<file path="src/rtl/pipe_stage_reg.sv">
// ============================================================================
// pipe_stage_reg : valid/ready inter-stage register with 2-entry skid buffer,
//                  flush-to-bubble, delay-slot tracking and cause merging.
// Revision       : 1.0
// ============================================================================
`default_nettype none

module pipe_stage_reg #(
  parameter int                DATA_W   = 96,
  parameter int                CTRL_W   = 16,
  parameter logic [CTRL_W-1:0] CTRL_RST = {CTRL_W{1'b0}}
) (
  input  logic              clk,
  input  logic              resetn,
  input  logic              i_flush,
  input  logic              i_up_valid,
  output logic              o_up_ready,
  input  logic [DATA_W-1:0] i_up_data,
  input  logic [CTRL_W-1:0] i_up_ctrl,
  input  logic [31:0]       i_up_pc,
  input  logic [31:0]       i_up_instr,
  input  logic              i_up_is_branch,
  input  logic              i_up_bad_addr,
  input  logic              i_up_dmem_we,
  input  logic [4:0]        i_up_except_cause,
  output logic              o_dn_valid,
  input  logic              i_dn_ready,
  output logic [DATA_W-1:0] o_dn_data,
  output logic [CTRL_W-1:0] o_dn_ctrl,
  output logic [31:0]       o_dn_pc,
  output logic [31:0]       o_dn_instr,
  output logic              o_dn_is_branch,
  output logic              o_dn_in_delay_slot,
  output logic [4:0]        o_dn_except_cause,
  output logic [1:0]        o_occupancy
);

  localparam logic [4:0] EXC_CAUSE_ADEL = 5'd4;
  localparam logic [4:0] EXC_CAUSE_ADES = 5'd5;

  typedef struct packed {
    logic [DATA_W-1:0] data;
    logic [CTRL_W-1:0] ctrl;
    logic [31:0]       pc;
    logic [31:0]       instr;
    logic              is_branch;
    logic              in_delay_slot;
    logic [4:0]        cause;
    logic              valid;
  } entry_t;

  entry_t main_q, main_d;
  entry_t skid_q, skid_d;
  entry_t w_in_entry;
  logic   last_br_q, last_br_d;
  logic   up_ready_q;
  logic   w_fire_in;
  logic   w_fire_out;
  logic [4:0] w_cause;

  assign w_fire_in  = i_up_valid & up_ready_q & ~i_flush;
  assign w_fire_out = main_q.valid & i_dn_ready;

  assign w_cause = i_up_bad_addr ? (i_up_dmem_we ? EXC_CAUSE_ADES : EXC_CAUSE_ADEL)
                                 : i_up_except_cause;

  always_comb begin
    w_in_entry               = '0;
    w_in_entry.data          = i_up_data;
    w_in_entry.ctrl          = i_up_ctrl;
    w_in_entry.pc            = i_up_pc;
    w_in_entry.instr         = i_up_instr;
    w_in_entry.is_branch     = i_up_is_branch;
    w_in_entry.in_delay_slot = last_br_q;
    w_in_entry.cause         = w_cause;
    w_in_entry.valid         = 1'b1;
  end

  always_comb begin
    main_d    = main_q;
    skid_d    = skid_q;
    last_br_d = last_br_q;
    if (i_flush) begin
      main_d.valid = 1'b0;
      main_d.ctrl  = CTRL_RST;
      skid_d.valid = 1'b0;
      last_br_d    = 1'b0;
    end else begin
      if (w_fire_in) begin
        last_br_d = i_up_is_branch;
      end
      if (!main_q.valid) begin
        if (w_fire_in) begin
          main_d = w_in_entry;
        end
      end else if (w_fire_out) begin
        if (skid_q.valid) begin
          main_d = skid_q;
          if (w_fire_in) begin
            skid_d = w_in_entry;
          end else begin
            skid_d.valid = 1'b0;
          end
        end else if (w_fire_in) begin
          main_d = w_in_entry;
        end else begin
          main_d.valid = 1'b0;
        end
      end else if (w_fire_in) begin
        // Ready is registered, so one beat can land after downstream stalls.
        skid_d = w_in_entry;
      end
    end
  end

  always_ff @(posedge clk) begin
    if (!resetn) begin
      main_q      <= '0;
      main_q.ctrl <= CTRL_RST;
      skid_q      <= '0;
      skid_q.ctrl <= CTRL_RST;
      last_br_q   <= 1'b0;
      up_ready_q  <= 1'b0;
    end else begin
      main_q      <= main_d;
      skid_q      <= skid_d;
      last_br_q   <= last_br_d;
      up_ready_q  <= ~skid_d.valid;
    end
  end

  assign o_up_ready         = up_ready_q;
  assign o_dn_valid         = main_q.valid;
  assign o_dn_data          = main_q.data;
  assign o_dn_ctrl          = main_q.valid ? main_q.ctrl : CTRL_RST;
  assign o_dn_pc            = main_q.pc;
  assign o_dn_instr         = main_q.instr;
  assign o_dn_is_branch     = main_q.valid & main_q.is_branch;
  assign o_dn_in_delay_slot = main_q.valid & main_q.in_delay_slot;
  assign o_dn_except_cause  = main_q.cause;
  assign o_occupancy        = {1'b0, main_q.valid} + {1'b0, skid_q.valid};

endmodule

`default_nettype wire

</file>
<file path="config.mk">
export PLATFORM = sky130hd
export DESIGN_NAME = pipe_stage_reg
export DESIGN_NICKNAME = d
export VERILOG_FILES = /design/src/rtl/pipe_stage_reg.sv
export SDC_FILE = /design/constraint.sdc
export NUM_CORES = 1
export LEC_CHECK = 0
export ABC_AREA = 1
export ABC_CLOCK_PERIOD_IN_PS = 1850
export CORE_MARGIN = 3
export CORE_UTILIZATION = 44
export CTS_CLUSTER_SIZE = 20
export DETAILED_ROUTE_END_ITERATION = 8
export PLACE_DENSITY = 0.69
export SYNTH_ARGS = -nofsm -noshare
export SYNTH_HDL_FRONTEND = slang
export SYNTH_SLANG_ARGS = --single-unit
export TNS_END_PERCENT = 30
</file>
<file path="constraint.sdc">
create_clock -name clk -period 1.85 [get_ports clk]
set_input_delay 0.185 -clock clk [delete_from_list [all_inputs] [get_ports clk]]
set_output_delay 0.185 -clock clk [all_outputs]
set_load 0.01 [all_outputs]
</file>
# Word-level counts from Yosys, hierarchy flattened

Cells that the tools add are included.

Equality and inequality tests: 3
Reduce and logical (&&, ||, !) cells: 5
Add/sub/neg operators: 1
Bitwise operators: 8
Multiplexer cells: 14

Operators by type and width:

| operator                                                                 | number |
|---|---|
| 184-bit 2-to-1 mux                                                       | 7 |
| 183-bit 2-to-1 mux                                                       | 1 |
| 16-bit 2-to-1 mux                                                        | 1 |
| 4-bit AND reduction                                                      | 2 |
| 1-bit bitwise AND                                                        | 5 |
| 5-bit 2-to-1 mux                                                         | 1 |
| 1-bit 2-to-1 mux                                                         | 4 |
| 3-bit inequality test (second input constant)                            | 1 |
| 1-bit inverter                                                           | 3 |
| 3-bit AND reduction                                                      | 1 |
| 1-bit by 1-bit adder with 2-bit output                                   | 1 |
| 2-bit by 1-bit inequality test with 1-bit output (second input constant) | 1 |
| 2-bit inequality test (second input constant)                            | 1 |
| 2-bit nonzero test                                                       | 1 |
| 2-bit OR reduction                                                       | 1 |

Bits in registers: 370
Output and inout port bits: 187
Word-level logic and storage cells: 49
Bits of input ports: 189

# Logic depth before layout (Yosys ltp)

Word-level depth: 8
Mapped depth: 11
Gate-level depth less buffers: 8

# Worst setup path before layout

OpenSTA, ideal clock, no wires.

Kind: register to register
From: register up_ready_q, in the netlist o_up_ready
To: register skid_q[109] (netlist name)
Setup time: 0.116 ns
Stages on the path, launching flop included: 11
Required time: 1.734 ns
Clock period less this slack: 1.534 ns
Setup slack: 0.316 ns
Path buffers: 3
Data arrival time: 1.418 ns
Path through: dfxtp_1 -> nand2_1 -> nor2_4 -> inv_2 -> nor2_1 -> buf_4 -> inv_2 -> buf_2 -> buf_2 -> nor2_1 -> nor2_1

Word-level cells in the longest chain between the ends: 3

Ends and longest elaborated chain:

| what                                 | line | RTL |
|---|---|---|
| start: declaration                   | 56   | `logic up_ready_q;` |
| start signal: assignment             | 128  | `up_ready_q <= ~skid_d.valid;` |
| 1-bit bitwise AND (2 in a row)       | 61   | `assign w_fire_in = i_up_valid & up_ready_q & ~i_flush;` |
| 4-bit AND reduction (no source line) | --   |  |
| end signal: assignment               | 126  | `skid_q <= skid_d;` |
| end: declaration                     | 53   | `entry_t skid_q, skid_d;` |

No other way between the ends.
A chain may end at the register's enable or synchronous reset.

# Worst setup path in the final report

From: register main_q, in the netlist o_dn_valid
To: output o_occupancy[0]

Word-level cells in the longest chain between the ends: 1

Ends and longest elaborated chain:

| what                                   | line | RTL |
|---|---|---|
| start: declaration                     | 52   | `entry_t main_q, main_d;` |
| start signal: assignment               | 125  | `main_q <= main_d;` |
| 1-bit by 1-bit adder with 2-bit output | 141  | `assign o_occupancy = {1'b0, main_q.valid} + {1'b0, skid_q.valid};` |
| end: declaration                       | 35   | `output logic [1:0] o_occupancy` |

No other way between the ends.

==> reports/qor.csv <==
stage,metric,value,unit
synthesis,register area share after synthesis,37.7,%
layout,fin cells,4020,
synthesis,syn nets,3477,
power_and_ir_drop,sequential share of power,44.5,%
clock_network,CTS tree,built,
sta,Pins Over Slew Limit,0,
worst_setup_path,WP buf/inv,2,
worst_setup_path,arrival time of the worst setup path,1.59,ns
synthesis,largest area contributor in the netlist,dfxtp_1,
sta,Final Hold Violating Endpoints,0,
layout,design area,24500,µm²
sta,final period utilization,96.0,%
synthesis,Mapped Cells,3287,
floorplanning,Die H,217,µm
synthesis,count of flip-flops with a built-in enable after synthesis,0,
worst_setup_path,worst reg2reg setup slack,0.17,ns
sta,skew final,0.0159,ns
synthesis,area share of the largest cell type after synthesis,37.7,%
layout,P&R area growth vs syn,24.3,%
global_routing,initial antenna violation count,10,
clock_network,clock root buffer,clkbuf_16,
global_routing,vias in the first global route,18100,
synthesis,ys flop type,dfxtp_1,
sta,Final setup viols,0,
placed_design,placed cells,3940,
power_and_ir_drop,Comb power frac,7.9,%
routing,Routed Antenna Nets,0,
synthesis,number of synthesized register bits,370,
floorplanning,# IOs,376,
global_routing,first-pass GRT wire length,93000,µm
floorplanning,Die Area,47300,µm²
synthesis,Mapped Area,19700,µm²
worst_setup_path,reg2reg start,o_up_ready,
worst_setup_path,largest delay contributor family on the critical path,buffers and inverters,
worst_setup_path,Worst Reg-to-Reg Cells,9,
clock_network,CTS Buf Count,42,
sta,worst-margin pin slew,0.618,ns
worst_hold_path,Hold Path Sink,skid_q[152],
clock_network,H-tree depth,2,
power_and_ir_drop,Net Sw Power,4.16,mW
routing,DRC Markers,0,
synthesis,top post-synthesis cells by area,"dfxtp_1 38%, nand2_1 23%, nor2_1 12%",
synthesis,syn_area_per_cell,5.98,µm²
worst_setup_path,crit-path max cell delay,0.37,ns
sta,unrepaired setup endpoints after global routing,false,
floorplanning,Initial Util,45.1,%
clock_network,clk buf depth,3,
sta,Slew HR,58.8,%
routing,DRT iter0 DRCs,1485,
worst_setup_path,Crit Path Category,flip-flop to output pin,
synthesis,most frequent cell after synthesis,nand2_1,
clock_network,# clock sinks,370,
placed_design,IO buf count,375,
routing,via count,19500,
power_and_ir_drop,Switching Share,22.9,%
clock_network,clock-pin slew on the worst setup and hold paths,0.06,ns
floorplanning,Die W,217,µm
placed_design,Post-Place Cell Area,23000,µm²
placed_design,placer congestion estimate,0.812,
worst_setup_path,Critical Path Sink Type,output pin,
routing,DR WL/cell,14.4,µm
worst_hold_path,Hold Path Class,input port to flip-flop,
power_and_ir_drop,PwrDens,741,nW/µm²
worst_setup_path,WP data required,1.66,ns
synthesis,distinct cell type count after synthesis,20,
routing,Total Routed Length,58000,µm
worst_hold_path,Hold Crit Depth,3,
outcome,outcome,"complete, no violations",
sta,setup tns final,0,ns
placed_design,hpwl dp,37300,µm
synthesis,Ys Warns,0,
worst_hold_path,hold path start,i_up_data[64],
synthesis,Post-synth top cells,"1189 x nand2_1, 652 x nor2_1, 370 x dfxtp_1, 250 x inv_1, 167 x buf_4",
floorplanning,CORE AREA,43600,µm²
synthesis,ys async rst share,0,%
layout,layout cells sized above 1,4.29,%
routing,drt pass-1 iters,6,
layout,number of nets in the layout,3591,
flow_run,max_cap viols,0,
worst_setup_path,critical-path cell list,"buf_4, ha_1, clkdlybuf4s15_1",
worst_setup_path,slowest CP cell,dfxtp_4,
global_routing,GRT Util Overall,23.7,%
power_and_ir_drop,VDD IR-drop max,0.000567,V
worst_setup_path,r2r endpoint,o_dn_data[20],
power_and_ir_drop,Leakage,12.8,nW
sta,min Tclk post-route,1.78,ns
global_routing,total grt overflow,0,
power_and_ir_drop,Clock power frac,47.7,%
routing,Vias/cell,4.85,
worst_setup_path,CP Launch Type,flip-flop,
clock_network,"Clk Latency, worst-skew pair",0.56,ns
worst_setup_path,CP max FO,6,
power_and_ir_drop,cell internal pwr,14.0,mW
floorplanning,number of cell rows,76,
global_routing,pin count of the biggest net entering global routing,117,
sta,maximum clock rate,0.563,GHz
==> worst max path at each step <==
stage / start / slack [ns] / cells after the start / endpoint
2_1_floorplan: o_up_ready / 0.32 / 10 / skid_q[109]
3_3_place_gp: i_up_valid / -0.13 / 7 / o_up_ready
3_5_place_dp: i_up_valid / -0.16 / 10 / o_dn_data[20]
4_1_cts: o_dn_valid / 0.03 / 3 / o_occupancy[0]
5_1_grt: o_dn_valid / 0.03 / 3 / o_occupancy[0]
6_report: o_dn_valid / 0.07 / 3 / o_occupancy[0]
==> power by group through the flow <==
| stage | Clock, mW | Combinational [mW] | Sequential, mW |
|---|---|---|---|
| final | 8.64 | 1.42 | 8.06 |
| after CTS | 8.82 | 1.42 | 8.06 |
| after floorplan | 0 | 0.653 | 8.22 |
| after global placement | 0 | 1.39 | 8.23 |
| after global routing | 9.10 | 1.57 | 8.06 |
| after detailed placement | 0 | 1.41 | 8.23 |
==> layer usage <==
metal / vias to the layer above / part of all wire, % / routed length (µm) / track usage [%]
met2: 654 / 46 / 26800 / 39.3
li1: 9980 / - / - / -
met3: 94 / 6.9 / 4020 / 4.90
met5: - / 0.066 / 38 / 0
met1: 8756 / 44 / 25600 / 30.8
met4: 4 / 2.6 / 1480 / 8.05
==> sequential cells by signal, summed over array words and instances, names as in the netlist <==
signal,cells
last_br_q,1
main_q,18
o_dn_data,96
o_dn_except_cause,5
o_dn_instr,32
o_dn_pc,32
o_dn_valid,1
o_up_ready,1
skid_q,184
==> kinds of logic (layout without fill, tap and decap cells) <==
group / after synthesis / in the layout / share of synthesized area, %
AOI/OAI and AO/OA: 275 / 275 / 7.03
adders and majority gates: 1 / 1 / 0.0636
buffers and inverters: 632 / 773 / 15.8
DFF: 370 / 370 / 37.7
other: 0 / 7 / 0
and+or+nand+nor: 2009 / 2009 / 39.5
==> through the flow <==
step / hold WS, ns / total power [mW] / worst slack, ns / util (%)
finish: 0.225 / 18.1 / 0.0744 / 56.0
global placement: 0.464 / 9.62 / -0.133 / 52.7
floorplan: 0.320 / 8.88 / 0.316 / -
global route: 0.224 / 18.7 / 0.0254 / 56.0
detailed placement: 0.476 / 9.64 / -0.161 / 52.7
CTS: 0.186 / 18.3 / 0.0348 / 56.0
==> layout make-up <==
class | instances | area, µm²
fill | 4114 | 19200
multi-input combinational | 2285 | 9180
sequential | 370 | 7410
timing repair buffer | 449 | 4730
clock buffer | 61 | 1270
inverter | 253 | 965
tap | 585 | 732
clock inverter | 10 | 150
antenna | 7 | 17.5
==> worst reg2reg max path, delay by kind of cell (launching register included) <==
| kind | cells | cell delay [ns] |
|---|---|---|
| flops | 1 | 0.38 |
| buf+inv | 2 | 0.40 |
| simple gates | 7 | 0.81 |
==> cell usage in the layout (no fill, tap or decap), drive strengths merged <==
cell / Yosys / layout
inv: 253 / 253
dlygate4sd3: 0 / 1
clkbuf: 121 / 61
diode: 0 / 7
o211ai: 3 / 3
ha: 1 / 1
nand3b: 1 / 1
dlygate4sd2: 0 / 20
dfxtp: 370 / 370
nand4: 2 / 2
clkdlybuf4s50: 0 / 353
a21oi: 46 / 46
buf: 258 / 74
bufinv: 0 / 4
nand2: 1189 / 1189
nor2: 653 / 653
nand3: 163 / 163
nor3: 1 / 1
o21ai: 226 / 226
clkinv: 0 / 6
clkdlybuf4s15: 0 / 1
==> timing repair <==
item                       4_1_cts  5_1_grt
setup endpoints to repair       21        0
hold endpoints to repair        21        0
resized for setup               27        0
hold buffers                     1        0
buffers inserted                 1        0
Power figures use the tool's default switching activity.
